$ cat src/rtl/bin_to_bcd_converter.sv
// -----------------------------------------------------------------------------
// bin_to_bcd_converter
//
// Sequential binary-to-BCD converter (shift-and-add-3, "double dabble").
// It takes an unsigned operand and produces four BCD digits for the four-digit
// seven-segment display. The digits are held stable between conversions, so
// the display never shows intermediate accumulator values. Operands above 9999
// saturate the display to 9999 and raise ovf.
//
// Ports
//   clk    : system clock, rising edge
//   clr    : asynchronous active-low reset
//   start  : conversion request, sampled only when idle
//   bin    : unsigned operand [BIN_W-1:0], sampled on the accepting edge
//   busy   : high while a conversion is in progress (BIN_W+1 cycles)
//   done   : one-cycle pulse when new digits are valid
//   ovf    : last converted operand was greater than 9999
//   dig1   : thousands digit (leftmost)
//   dig2   : hundreds digit
//   dig3   : tens digit
//   dig4   : ones digit (rightmost)
// -----------------------------------------------------------------------------
module bin_to_bcd_converter #(
    parameter int BIN_W = 14
) (
    input  logic             clk,
    input  logic             clr,
    input  logic             start,
    input  logic [BIN_W-1:0] bin,
    output logic             busy,
    output logic             done,
    output logic             ovf,
    output logic [3:0]       dig1,
    output logic [3:0]       dig2,
    output logic [3:0]       dig3,
    output logic [3:0]       dig4
);

    typedef enum logic [1:0] {
        IDLE   = 2'd0,
        SHIFT  = 2'd1,
        COMMIT = 2'd2
    } state_t;

    localparam logic [3:0] CNT_INIT = 4'(BIN_W);

    state_t           state_r, state_s;
    logic [BIN_W-1:0] opnd_r, opnd_s;
    logic [15:0]      acc_r, acc_s;
    logic [15:0]      acc_adj_s;
    logic [3:0]       cnt_r, cnt_s;
    logic             pend_ovf_r, pend_ovf_s;
    logic             busy_r, busy_s;
    logic             done_r, done_s;
    logic             ovf_r, ovf_s;
    logic [15:0]      digs_r, digs_s;

    // Add 3 to every BCD nibble that is 5 or more, all nibbles in parallel.
    function automatic logic [15:0] dabble_adjust(input logic [15:0] a);
        logic [15:0] r;
        r = a;
        for (int i = 0; i < 4; i++) begin
            if (a[i*4 +: 4] >= 4'd5) begin
                r[i*4 +: 4] = a[i*4 +: 4] + 4'd3;
            end else begin
                r[i*4 +: 4] = a[i*4 +: 4];
            end
        end
        return r;
    endfunction

    assign acc_adj_s = dabble_adjust(acc_r);

    // Next-state logic of the conversion sequencer.
    always_comb begin
        state_s = state_r;
        case (state_r)
            IDLE: begin
                if (start) begin
                    state_s = SHIFT;
                end else begin
                    state_s = IDLE;
                end
            end
            SHIFT: begin
                // Leave SHIFT on the edge where the counter runs 1 -> 0.
                if (cnt_r == 4'd1) begin
                    state_s = COMMIT;
                end else begin
                    state_s = SHIFT;
                end
            end
            COMMIT:  state_s = IDLE;
            default: state_s = IDLE;
        endcase
    end

    // Next values of the datapath and the registered outputs.
    always_comb begin
        opnd_s     = opnd_r;
        acc_s      = acc_r;
        cnt_s      = cnt_r;
        pend_ovf_s = pend_ovf_r;
        busy_s     = busy_r;
        done_s     = 1'b0;
        ovf_s      = ovf_r;
        digs_s     = digs_r;
        case (state_r)
            IDLE: begin
                if (start) begin
                    opnd_s     = bin;
                    acc_s      = 16'd0;
                    cnt_s      = CNT_INIT;
                    pend_ovf_s = (32'(bin) > 32'd9999);
                    busy_s     = 1'b1;
                end else begin
                    busy_s     = busy_r;
                end
            end
            SHIFT: begin
                // Adjusted accumulator and operand shift left as one register;
                // the fifth-digit carry falls off the top.
                {acc_s, opnd_s} = {acc_adj_s, opnd_r} << 1;
                cnt_s           = cnt_r - 4'd1;
            end
            COMMIT: begin
                if (pend_ovf_r) begin
                    digs_s = 16'h9999;
                end else begin
                    digs_s = acc_r;
                end
                ovf_s  = pend_ovf_r;
                done_s = 1'b1;
                busy_s = 1'b0;
            end
            default: begin
                busy_s = 1'b0;
            end
        endcase
    end

    // State register.
    always_ff @(posedge clk or negedge clr) begin
        if (!clr) begin
            state_r <= IDLE;
        end else begin
            state_r <= state_s;
        end
    end

    // Datapath and output registers; a reset aborts any conversion in flight.
    always_ff @(posedge clk or negedge clr) begin
        if (!clr) begin
            opnd_r     <= '0;
            acc_r      <= 16'd0;
            cnt_r      <= 4'd0;
            pend_ovf_r <= 1'b0;
            busy_r     <= 1'b0;
            done_r     <= 1'b0;
            ovf_r      <= 1'b0;
            digs_r     <= 16'd0;
        end else begin
            opnd_r     <= opnd_s;
            acc_r      <= acc_s;
            cnt_r      <= cnt_s;
            pend_ovf_r <= pend_ovf_s;
            busy_r     <= busy_s;
            done_r     <= done_s;
            ovf_r      <= ovf_s;
            digs_r     <= digs_s;
        end
    end

    assign busy = busy_r;
    assign done = done_r;
    assign ovf  = ovf_r;
    assign dig1 = digs_r[15:12];
    assign dig2 = digs_r[11:8];
    assign dig3 = digs_r[7:4];
    assign dig4 = digs_r[3:0];

endmodule

$ cat config.mk
export PLATFORM = sky130hd
export DESIGN_NAME = bin_to_bcd_converter
export DESIGN_NICKNAME = d
export VERILOG_FILES = /design/src/rtl/bin_to_bcd_converter.sv
export SDC_FILE = /design/constraint.sdc
export NUM_CORES = 1
export LEC_CHECK = 0
export ABC_AREA = 1
export BUFFER_PORTS_ARGS = -buffer_cell sky130_fd_sc_hd__buf_2
export CAP_MARGIN = 20
export CELL_PAD_IN_SITES_DETAIL_PLACEMENT = 0
export CELL_PAD_IN_SITES_GLOBAL_PLACEMENT = 1
export CORE_ASPECT_RATIO = 0.6
export CORE_UTILIZATION = 46
export DETAILED_ROUTE_END_ITERATION = 12
export PLACE_DENSITY_LB_ADDON = 0.1
export SLEW_MARGIN = 5
export SYNTH_ARGS = -nofsm -noshare
export SYNTH_HDL_FRONTEND = slang
export SYNTH_SLANG_ARGS = --single-unit
$ cat constraint.sdc
create_clock -name clk -period 2.27 [get_ports clk]
set_input_delay 0.1135 -clock clk [delete_from_list [all_inputs] [get_ports clk]]
set_output_delay 0.1135 -clock clk [all_outputs]
set_load 0.01 [all_outputs]
==> results of run 1 <==
## power by group
part	switching (uW)	internal [uW]	total, uW
clock	304	211	515
sequential	267	1380	1640
combinational	1020	581	1600
## worst max-delay path by stage
stage,slack [ps],cells past startpoint,start,to
after floorplan,1120,8,acc_r[8],acc_r[10]
after global placement,690,4,state_r[1],acc_r[4]
after detailed placement,630,4,state_r[1],acc_r[4]
after CTS,600,4,state_r[1],acc_r[4]
after global routing,460,4,state_r[1],acc_r[4]
final,650,4,state_r[1],acc_r[4]
## cells in the final DEF (no fill, tap or decap), types with 5 or more instances in the layout
cell type / synthesis / layout
o21ai_0: 15 / 15
o21ai_1: 10 / 10
clkbuf_8: 0 / 5
ha_1: 10 / 10
nor2_1: 18 / 18
buf_2: 3 / 35
nand3_1: 31 / 31
dfrtp_1: 56 / 56
nand4_1: 8 / 8
a21oi_1: 11 / 11
nand2_1: 105 / 105
inv_1: 32 / 32
inv_2: 5 / 5
## flip-flops by register name, indices dropped and copies added (netlist names)
register    flops
acc_r          16
busy            1
cnt_r           4
digs_r         16
done            1
opnd_r         14
ovf             1
pend_ovf_r      1
state_r         2
## worst max-delay path, stage by stage (launching register included)
cell,delay (ps)
dfrtp_1,470
nor2_2,500
buf_4,350
nand2_1,80
o21bai_1,140
## cell type report
class	count	area, um^2
fillers	508	2308
flip-flops and latches	56	1401
multi-input cells	220	1075
repair buffers	39	207.7
inverters	37	138.9
well taps	77	96.34
clock buffers	6	72.57
clock inverters	1	5.005
## per-layer routing
layer,wire [um],GRT usage [%]
met3,150,4.147
met1,3067,31.42
met2,2310,30.84
met5,0,0
met4,0,5.042
## Yosys cell counts
cell / n / area [um^2]
a21oi_1: 11 / 55.05
a22oi_1: 1 / 7.510
buf_2: 3 / 15.01
buf_4: 2 / 15.01
clkbuf_1: 1 / 3.750
dfrtp_1: 56 / 1401
ha_1: 10 / 125.1
inv_1: 32 / 120.1
inv_2: 5 / 18.77
nand2_1: 105 / 394.1
nand2_4: 1 / 11.26
nand3_1: 31 / 155.2
nand4_1: 8 / 50.05
nor2_1: 18 / 67.56
nor2_2: 2 / 12.51
nor2_8: 1 / 20.02
nor3_1: 1 / 5.000
o211ai_1: 2 / 15.01
o21ai_0: 15 / 75.07
o21ai_1: 10 / 50.05
o21ai_2: 1 / 8.760
o21bai_1: 3 / 22.52
## per-stage QoR
stage,utilization (%),cells,instance area (um^2)
after floorplan,-,319,2649
after global placement,54.83,428,2909
after detailed placement,54.83,428,2909
after CTS,56.49,436,2997
after global routing,56.49,436,2997
final,56.49,436,2997
## kinds of logic after synthesis
kind of cell               count (synthesis)  share of synthesized area (%)
AOI/OAI and AO/OA                         43                          8.833
DFF                                       56                          52.90
and+or+nand+nor                          167                          27.02
adders and majority gates                 10                          4.724
buffers and inverters                     43                          6.518
==> flow_summary.html, run 1 <==
<table>
<tr><th>Metric</th><th>Value</th></tr>
<tr><th colspan="2">Pwr</th></tr>
<tr><td>PD cells</td><td>1253 nW/um^2</td></tr>
<tr><td>Worst vdd rail ir drop</td><td>roughly 0.52 mV</td></tr>
<tr><td>Overall power after layout</td><td>roughly 3800 uW</td></tr>
<tr><td>Leakage power figure</td><td>between 0.0015 and 0.002 uW</td></tr>
<tr><th colspan="2">Placement</th></tr>
<tr><td>Final estimated routing congestion in global placement</td><td>roughly 0.78</td></tr>
<tr><td>DP Worst Slack</td><td>between 600 and 700 ps</td></tr>
<tr><td>DP HPWL</td><td>approximately 4000 um</td></tr>
<tr><td>IO Port Bufs</td><td>35</td></tr>
<tr><th colspan="2">STA</th></tr>
<tr><td>Pins over their slew limit</td><td>0</td></tr>
<tr><td>Fin. Hold Viols</td><td>0</td></tr>
<tr><td>Worst Skew</td><td>between 6 and 7 ps</td></tr>
<tr><td>Setup-violating endpoint count in the final report</td><td>0</td></tr>
<tr><td>Period utilisation layout</td><td>between 70% and 80%</td></tr>
<tr><td>Min cycle time layout</td><td>~1600 ps</td></tr>
<tr><td>Worst-margin pin slew</td><td>~710 ps</td></tr>
<tr><td>Final worst setup slack</td><td>647.5 ps</td></tr>
<tr><td>Timing-limited maximum frequency</td><td>between 600 and 700 MHz</td></tr>
<tr><td>Relative slew slack</td><td>between 50% and 60%</td></tr>
<tr><td>RSZ-0062 raised after global routing</td><td>no</td></tr>
<tr><td>Setup_tns</td><td>0 ps</td></tr>
<tr><td>Worst Hold Margin</td><td>about 17 ps</td></tr>
<tr><th colspan="2">Setup path</th></tr>
<tr><td>Critical path start-end classification</td><td>reg -&gt; reg</td></tr>
<tr><td>Setup slack of the worst register-to-register path</td><td>about 650 ps</td></tr>
<tr><td>CP Max Fanout</td><td>19</td></tr>
<tr><td>CP Launch Type</td><td>flip-flop</td></tr>
<tr><td>End of the worst register-to-register path</td><td>acc_r[4]</td></tr>
<tr><td>Required time at the worst-slack endpoint</td><td>roughly 2500 ps</td></tr>
<tr><td>Kind of end point of the critical path</td><td>flip-flop</td></tr>
<tr><td>Worst-case reg-to-reg path depth</td><td>4</td></tr>
<tr><td>Worst Path Arrival</td><td>1850 ps</td></tr>
<tr><td>Start of the worst register-to-register path</td><td>state_r[1]</td></tr>
<tr><th colspan="2">CTS</th></tr>
<tr><td>H-Tree Depth</td><td>2</td></tr>
<tr><td>Worst skew pair latency</td><td>approximately 310 ps</td></tr>
<tr><td># Post-CTS Setup Buffers</td><td>0</td></tr>
<tr><td>Number of hold-repair buffers added at the cts stage</td><td>1</td></tr>
<tr><td>Max Root-Sink Buffers</td><td>2</td></tr>
<tr><td>CTS tree</td><td>done</td></tr>
<tr><td>Master cell of the clock root buffer</td><td>clkbuf_8</td></tr>
<tr><td>Sinks on the clock net</td><td>56</td></tr>
<tr><td>Reg clk slew, reported paths</td><td>around 90 ps</td></tr>
<tr><td>CTS-repair resized insts</td><td>0</td></tr>
<tr><td>TritonCTS Buffers</td><td>5</td></tr>
<tr><th colspan="2">Die</th></tr>
<tr><td>Chip width</td><td>99.97 um</td></tr>
<tr><td>Floorplan die area</td><td>between 6000 and 7000 um^2</td></tr>
<tr><td>Core Area</td><td>roughly 5300 um^2</td></tr>
<tr><td>Total I/O pin count</td><td>36</td></tr>
<tr><td>Number of rows created at floorplan</td><td>20</td></tr>
<tr><td>Initial core utilization</td><td>49.93%</td></tr>
<tr><td>Die height</td><td>60.78 um</td></tr>
<tr><th colspan="2">Route</th></tr>
<tr><td>Count of vias placed by the detailed router</td><td>2120</td></tr>
<tr><td>Final ANT Viol Nets</td><td>0</td></tr>
<tr><td>Final routed DRC violation total</td><td>0</td></tr>
<tr><td>DRT Wirelength</td><td>around 5500 um</td></tr>
<tr><td>Average routed wire per standard cell</td><td>about 13 um</td></tr>
<tr><td>Vias per inst</td><td>~5</td></tr>
<tr><td>Number of iterations in the first detailed-routing pass</td><td>4</td></tr>
<tr><td>Number of DRC markers after the initial detailed-route iteration</td><td>167</td></tr>
<tr><th colspan="2">Min path</th></tr>
<tr><td>Cell depth of the worst min-delay path</td><td>3</td></tr>
<tr><td>Startpoint of the tightest hold check path</td><td>bin[3]</td></tr>
<tr><td>Endpoint of the worst hold-timing path</td><td>opnd_r[3]</td></tr>
<tr><td>Classification of the worst-slack hold path</td><td>in -&gt; reg</td></tr>
<tr><th colspan="2">Global route</th></tr>
<tr><td>Antenna violations before repair</td><td>0</td></tr>
<tr><td>Maximum number of pins on one net before global-route repair</td><td>57</td></tr>
<tr><td>Aggregate global routing overflow</td><td>0</td></tr>
<tr><td>Via count of the first global-routing pass</td><td>2015</td></tr>
<tr><td>First-pass GRT wire length</td><td>just under 10000 um</td></tr>
<tr><td>GRT Total Usage</td><td>20.80%</td></tr>
<tr><th colspan="2">Logic synthesis</th></tr>
<tr><td>Number of nets produced by synthesis</td><td>between 300 and 400</td></tr>
<tr><td>YS warnings</td><td>0</td></tr>
<tr><td>Average size of a mapped cell</td><td>slightly above 8 um^2</td></tr>
<tr><td>Count of different cell masters after synthesis</td><td>22</td></tr>
<tr><td>Mapped Area</td><td>2649 um^2</td></tr>
<tr><td>Sequential share of the synthesized area</td><td>between 50% and 60%</td></tr>
<tr><td>Cell count after synthesis</td><td>319</td></tr>
<tr><td>Post-synthesis register bit count</td><td>56</td></tr>
<tr><th colspan="2">Final layout</th></tr>
<tr><td>Syn-to-layout area delta</td><td>13.13%</td></tr>
<tr><td>Layout net count</td><td>between 300 and 400</td></tr>
<tr><td>Share of post-route cells with drive strength above 1</td><td>roughly 15%</td></tr>
<tr><td>Number of antenna repair diodes</td><td>0</td></tr>
<tr><th colspan="2">Job</th></tr>
<tr><td>Count of maximum capacitance violations</td><td>0</td></tr>
<tr><th colspan="2">Run status</th></tr>
<tr><td>Outcome</td><td>complete, no violations</td></tr>
</table>
(Power assumes the default switching activity.)
==> run 2: changes to the inputs <==
--- a/config.mk
+++ b/config.mk
@@ -11,7 +11,7 @@
 export CELL_PAD_IN_SITES_DETAIL_PLACEMENT = 0
 export CELL_PAD_IN_SITES_GLOBAL_PLACEMENT = 1
 export CORE_ASPECT_RATIO = 0.6
-export CORE_UTILIZATION = 46
+export CORE_UTILIZATION = 42
 export DETAILED_ROUTE_END_ITERATION = 12
 export PLACE_DENSITY_LB_ADDON = 0.1
 export SLEW_MARGIN = 5
==> constraint.sdc (replaced) <==
create_clock -name clk -period 1.62 [get_ports clk]
set_input_delay 0.081 -clock clk [delete_from_list [all_inputs] [get_ports clk]]
set_output_delay 0.081 -clock clk [all_outputs]
set_load 0.01 [all_outputs]
==> run 2 against run 1 <==
Net effect:
- worst setup slack got worse by 390 ps
- cell count rose by 4.8%
- sequential share of layout area down 2.9 points
- power rose by 44%
- combinational power is 45% higher
- clock skew down 3.3 ps
- maximum frequency rose by 19%
- register-to-register slack worse by 390 ps
- design area increased by 6.7%
- first-iteration DRC count fell by 63%
- utilization decreased by 1.7 points
- critical path type unchanged
==> flow_summary.html, run 2 (synthesis results as in run 1) <==
<table>
<tr><th>Metric</th><th>Value</th></tr>
<tr><th colspan="2">Run status</th></tr>
<tr><td>Outcome</td><td>complete, no violations</td></tr>
<tr><th colspan="2">Setup path</th></tr>
<tr><td>Cell count along the critical path</td><td>8</td></tr>
<tr><td>Required time at the worst-slack endpoint</td><td>approximately 1800 ps</td></tr>
<tr><td>Most numerous cell on the critical path</td><td>nand2_1</td></tr>
<tr><td>Critical path start-end classification</td><td>reg -&gt; reg</td></tr>
<tr><td>Worst Path Arrival</td><td>1580 ps</td></tr>
<tr><td>CP Launch Type</td><td>flip-flop</td></tr>
<tr><td>CP max stage cell</td><td>dfrtp_1</td></tr>
<tr><td>Family with the most delay on the worst path</td><td>flip-flops</td></tr>
<tr><td>CP Max Fanout</td><td>5</td></tr>
<tr><td>Kind of end point of the critical path</td><td>flip-flop</td></tr>
<tr><td>Critical path, cell by cell</td><td>inv_1, ha_1, inv_1, nand2_1, nand3_1, nand2_1, nand3_1, nand2_1</td></tr>
<tr><td>Setup slack of the worst register-to-register path</td><td>between 200 and 300 ps</td></tr>
<tr><td>End of the worst register-to-register path</td><td>acc_r[6]</td></tr>
<tr><td>Termination of the worst setup path</td><td>acc_r[6]</td></tr>
<tr><td>Buffer and inverter count on the worst path</td><td>2</td></tr>
<tr><td>Worst-case reg-to-reg path depth</td><td>8</td></tr>
<tr><td>Start of the worst register-to-register path</td><td>acc_r[4]</td></tr>
<tr><td>Critical Path Source</td><td>acc_r[4]</td></tr>
<tr><td>Slowest stage delay, CP</td><td>around 450 ps</td></tr>
<tr><th colspan="2">Global route</th></tr>
<tr><td>First-pass GRT wire length</td><td>roughly 10000 um</td></tr>
<tr><td>GRT Total Usage</td><td>20.28%</td></tr>
<tr><td>Maximum number of pins on one net before global-route repair</td><td>22</td></tr>
<tr><td>Aggregate global routing overflow</td><td>0</td></tr>
<tr><td>Antenna violations before repair</td><td>0</td></tr>
<tr><td>Via count of the first global-routing pass</td><td>2136</td></tr>
<tr><th colspan="2">STA</th></tr>
<tr><td>Period utilisation layout</td><td>a little over four fifths</td></tr>
<tr><td>RSZ-0062 raised after global routing</td><td>no</td></tr>
<tr><td>Min cycle time layout</td><td>1367 ps</td></tr>
<tr><td>Worst-margin pin slew</td><td>~530 ps</td></tr>
<tr><td>Fin. Hold Viols</td><td>0</td></tr>
<tr><td>Setup_tns</td><td>0 ps</td></tr>
<tr><td>Relative slew slack</td><td>between 60% and 70%</td></tr>
<tr><td>Pins over their slew limit</td><td>0</td></tr>
<tr><td>Timing-limited maximum frequency</td><td>~730 MHz</td></tr>
<tr><td>Worst Skew</td><td>between 3 and 4 ps</td></tr>
<tr><td>Setup-violating endpoint count in the final report</td><td>0</td></tr>
<tr><td>Final worst setup slack</td><td>roughly 250 ps</td></tr>
<tr><th colspan="2">Pwr</th></tr>
<tr><td>PD cells</td><td>1694 nW/um^2</td></tr>
<tr><td>Leakage power figure</td><td>around 0.0017 uW</td></tr>
<tr><td>Switching part of the total power</td><td>41.78%</td></tr>
<tr><td>Worst vdd rail ir drop</td><td>between 0.6 and 0.7 mV</td></tr>
<tr><td>Clock network fraction of design power</td><td>14.7%</td></tr>
<tr><td>Proportion of power drawn by combinational gates</td><td>42.9%</td></tr>
<tr><td>Power dissipated by switching net loads</td><td>2264 uW</td></tr>
<tr><td>Relative contribution of sequential cells to total power</td><td>42.4%</td></tr>
<tr><td>Internal power</td><td>~3200 uW</td></tr>
<tr><th colspan="2">Die</th></tr>
<tr><td>Core Area</td><td>5833 um^2</td></tr>
<tr><td>Total I/O pin count</td><td>36</td></tr>
<tr><td>Number of rows created at floorplan</td><td>21</td></tr>
<tr><td>Initial core utilization</td><td>45.41%</td></tr>
<tr><td>Floorplan die area</td><td>roughly 6600 um^2</td></tr>
<tr><td>Die height</td><td>roughly 64 um</td></tr>
<tr><td>Chip width</td><td>104.5 um</td></tr>
<tr><th colspan="2">CTS</th></tr>
<tr><td>Sinks on the clock net</td><td>56</td></tr>
<tr><td>CTS tree</td><td>done</td></tr>
<tr><td>Worst skew pair latency</td><td>just over 300 ps</td></tr>
<tr><td># Post-CTS Setup Buffers</td><td>0</td></tr>
<tr><td>Master cell of the clock root buffer</td><td>clkbuf_8</td></tr>
<tr><td>TritonCTS Buffers</td><td>5</td></tr>
<tr><td>Reg clk slew, reported paths</td><td>100 ps</td></tr>
<tr><td>Max Root-Sink Buffers</td><td>2</td></tr>
<tr><td>H-Tree Depth</td><td>2</td></tr>
<tr><th colspan="2">Final layout</th></tr>
<tr><td>Number of inserted filler cells in the final layout</td><td>573</td></tr>
<tr><td>Largest registers</td><td>acc_r x16, digs_r x16, opnd_r x14</td></tr>
<tr><td>Most frequent standard cell in the layout excluding fill and tap cells</td><td>nand2_1</td></tr>
<tr><td>Highest-count cells in the layout ignoring fill and taps</td><td>nand2_1, dfrtp_1, buf_2, inv_1, nand3_1</td></tr>
<tr><td>Number of antenna repair diodes</td><td>0</td></tr>
<tr><td>Area of combinational cells with multiple inputs</td><td>approximately 1100 um^2</td></tr>
<tr><td>Area of all sequential standard cells</td><td>~1400 um^2</td></tr>
<tr><td>Share of post-route cells with drive strength above 1</td><td>between 15 and 20%</td></tr>
<tr><td>Layout net count</td><td>about 400</td></tr>
<tr><td>Syn-to-layout area delta</td><td>20.74%</td></tr>
<tr><th colspan="2">Route</th></tr>
<tr><td>Met2 routed wirelength</td><td>roughly 2300 um</td></tr>
<tr><td>Average routed wire per standard cell</td><td>12.77 um</td></tr>
<tr><td>Final ANT Viol Nets</td><td>0</td></tr>
<tr><td>Number of iterations in the first detailed-routing pass</td><td>4</td></tr>
<tr><td>Top metal layer carrying routed signals</td><td>met4</td></tr>
<tr><td>Vias per inst</td><td>~4.7</td></tr>
<tr><td>Count of vias placed by the detailed router</td><td>between 2000 and 2500</td></tr>
<tr><td>Met1 wire length</td><td>approximately 3200 um</td></tr>
<tr><td>Number of DRC markers after the initial detailed-route iteration</td><td>slightly above 60</td></tr>
<tr><td>DRT Wirelength</td><td>between 5000 and 6000 um</td></tr>
<tr><td>Metal3 WL</td><td>~190 um</td></tr>
<tr><td>Final routed DRC violation total</td><td>0</td></tr>
<tr><th colspan="2">Min path</th></tr>
<tr><td>Classification of the worst-slack hold path</td><td>in -&gt; reg</td></tr>
<tr><th colspan="2">Placement</th></tr>
<tr><td>IO Port Bufs</td><td>35</td></tr>
<tr><td>DP HPWL</td><td>roughly 4200 um</td></tr>
<tr><td>DP Worst Slack</td><td>about 300 ps</td></tr>
<tr><td>Final estimated routing congestion in global placement</td><td>0.7933</td></tr>
<tr><th colspan="2">Job</th></tr>
<tr><td>Count of maximum capacitance violations</td><td>0</td></tr>
</table>
==> run 2: cell types whose count changed in the layout (fill, tap and decap cells not counted) <==
cell and change:
buf_4 +3, clkbuf_8 +1, clkinv_2 +1, buf_12 +2
dlygate4sd3_1 +12, clkbuf_1 -1
==> run 2: stage by stage <==
| stage | power [uW] | std cells | utilization (%) | area, um^2 | hold WS (ps) |
|---|---|---|---|---|---|
| 4_1_cts | 5467 | 457 | 54.83 | 3198 | 55.48 |
| 5_1_grt | 6013 | 457 | 54.83 | 3198 | 59.46 |
| 6_report | 5419 | 457 | 54.83 | 3198 | 64.13 |
| 2_1_floorplan | 3935 | 319 | - | 2649 | -214.6 |
| 3_3_place_gp | 4615 | 436 | 51.01 | 2975 | 89.78 |
| 3_5_place_dp | 4633 | 436 | 51.01 | 2975 | 87.94 |
==> run 2: cell type report <==
| type | count | area share (%) |
|---|---|---|
| Clock buffer | 6 | 2.582 |
| Inverter | 37 | 4.343 |
| Timing Repair Buffer | 56 | 12.21 |
| Sequential cell | 56 | 43.82 |
| Tap cell | 80 | 3.130 |
| Multi-Input combinational cell | 220 | 33.61 |
| Clock inverter | 2 | 0.3130 |
==> run 2: repair_timing <==
action                                 CTS  global route
endpoints found under the hold margin   31             0
hold buffers                            13             0
gates resized for setup                  0             0
==> run 2: power groups by stage <==
stage	clock (uW)	sequential, uW	combinational, uW
floorplan	0	2300	1640
global placement	0	2320	2290
detailed placement	0	2320	2310
CTS	826	2300	2340
global route	887	2380	2740
finish	798	2300	2320
==> run 2: worst min-delay path, delay by kind of cell <==
family | cells | cell delay (ps)
buf+inv | 2 | 160
compound gates | 1 | 90
==> run 2: per-layer routing <==
layer	up-vias	track usage [%]
met5	-	0
met4	0	6.429
met3	8	4.244
met2	29	28.64
met1	992	30.63
li1	1137	-
==> run 2: how the worst min path moves through the flow <==
stage                       to  cells past startpoint    start
floorplan             acc_r[0]                      0      clr
global placement     opnd_r[7]                      1      clr
detailed placement   opnd_r[7]                      1      clr
CTS                 opnd_r[10]                      3  bin[10]
global route        opnd_r[10]                      3  bin[10]
finish              opnd_r[10]                      3  bin[10]
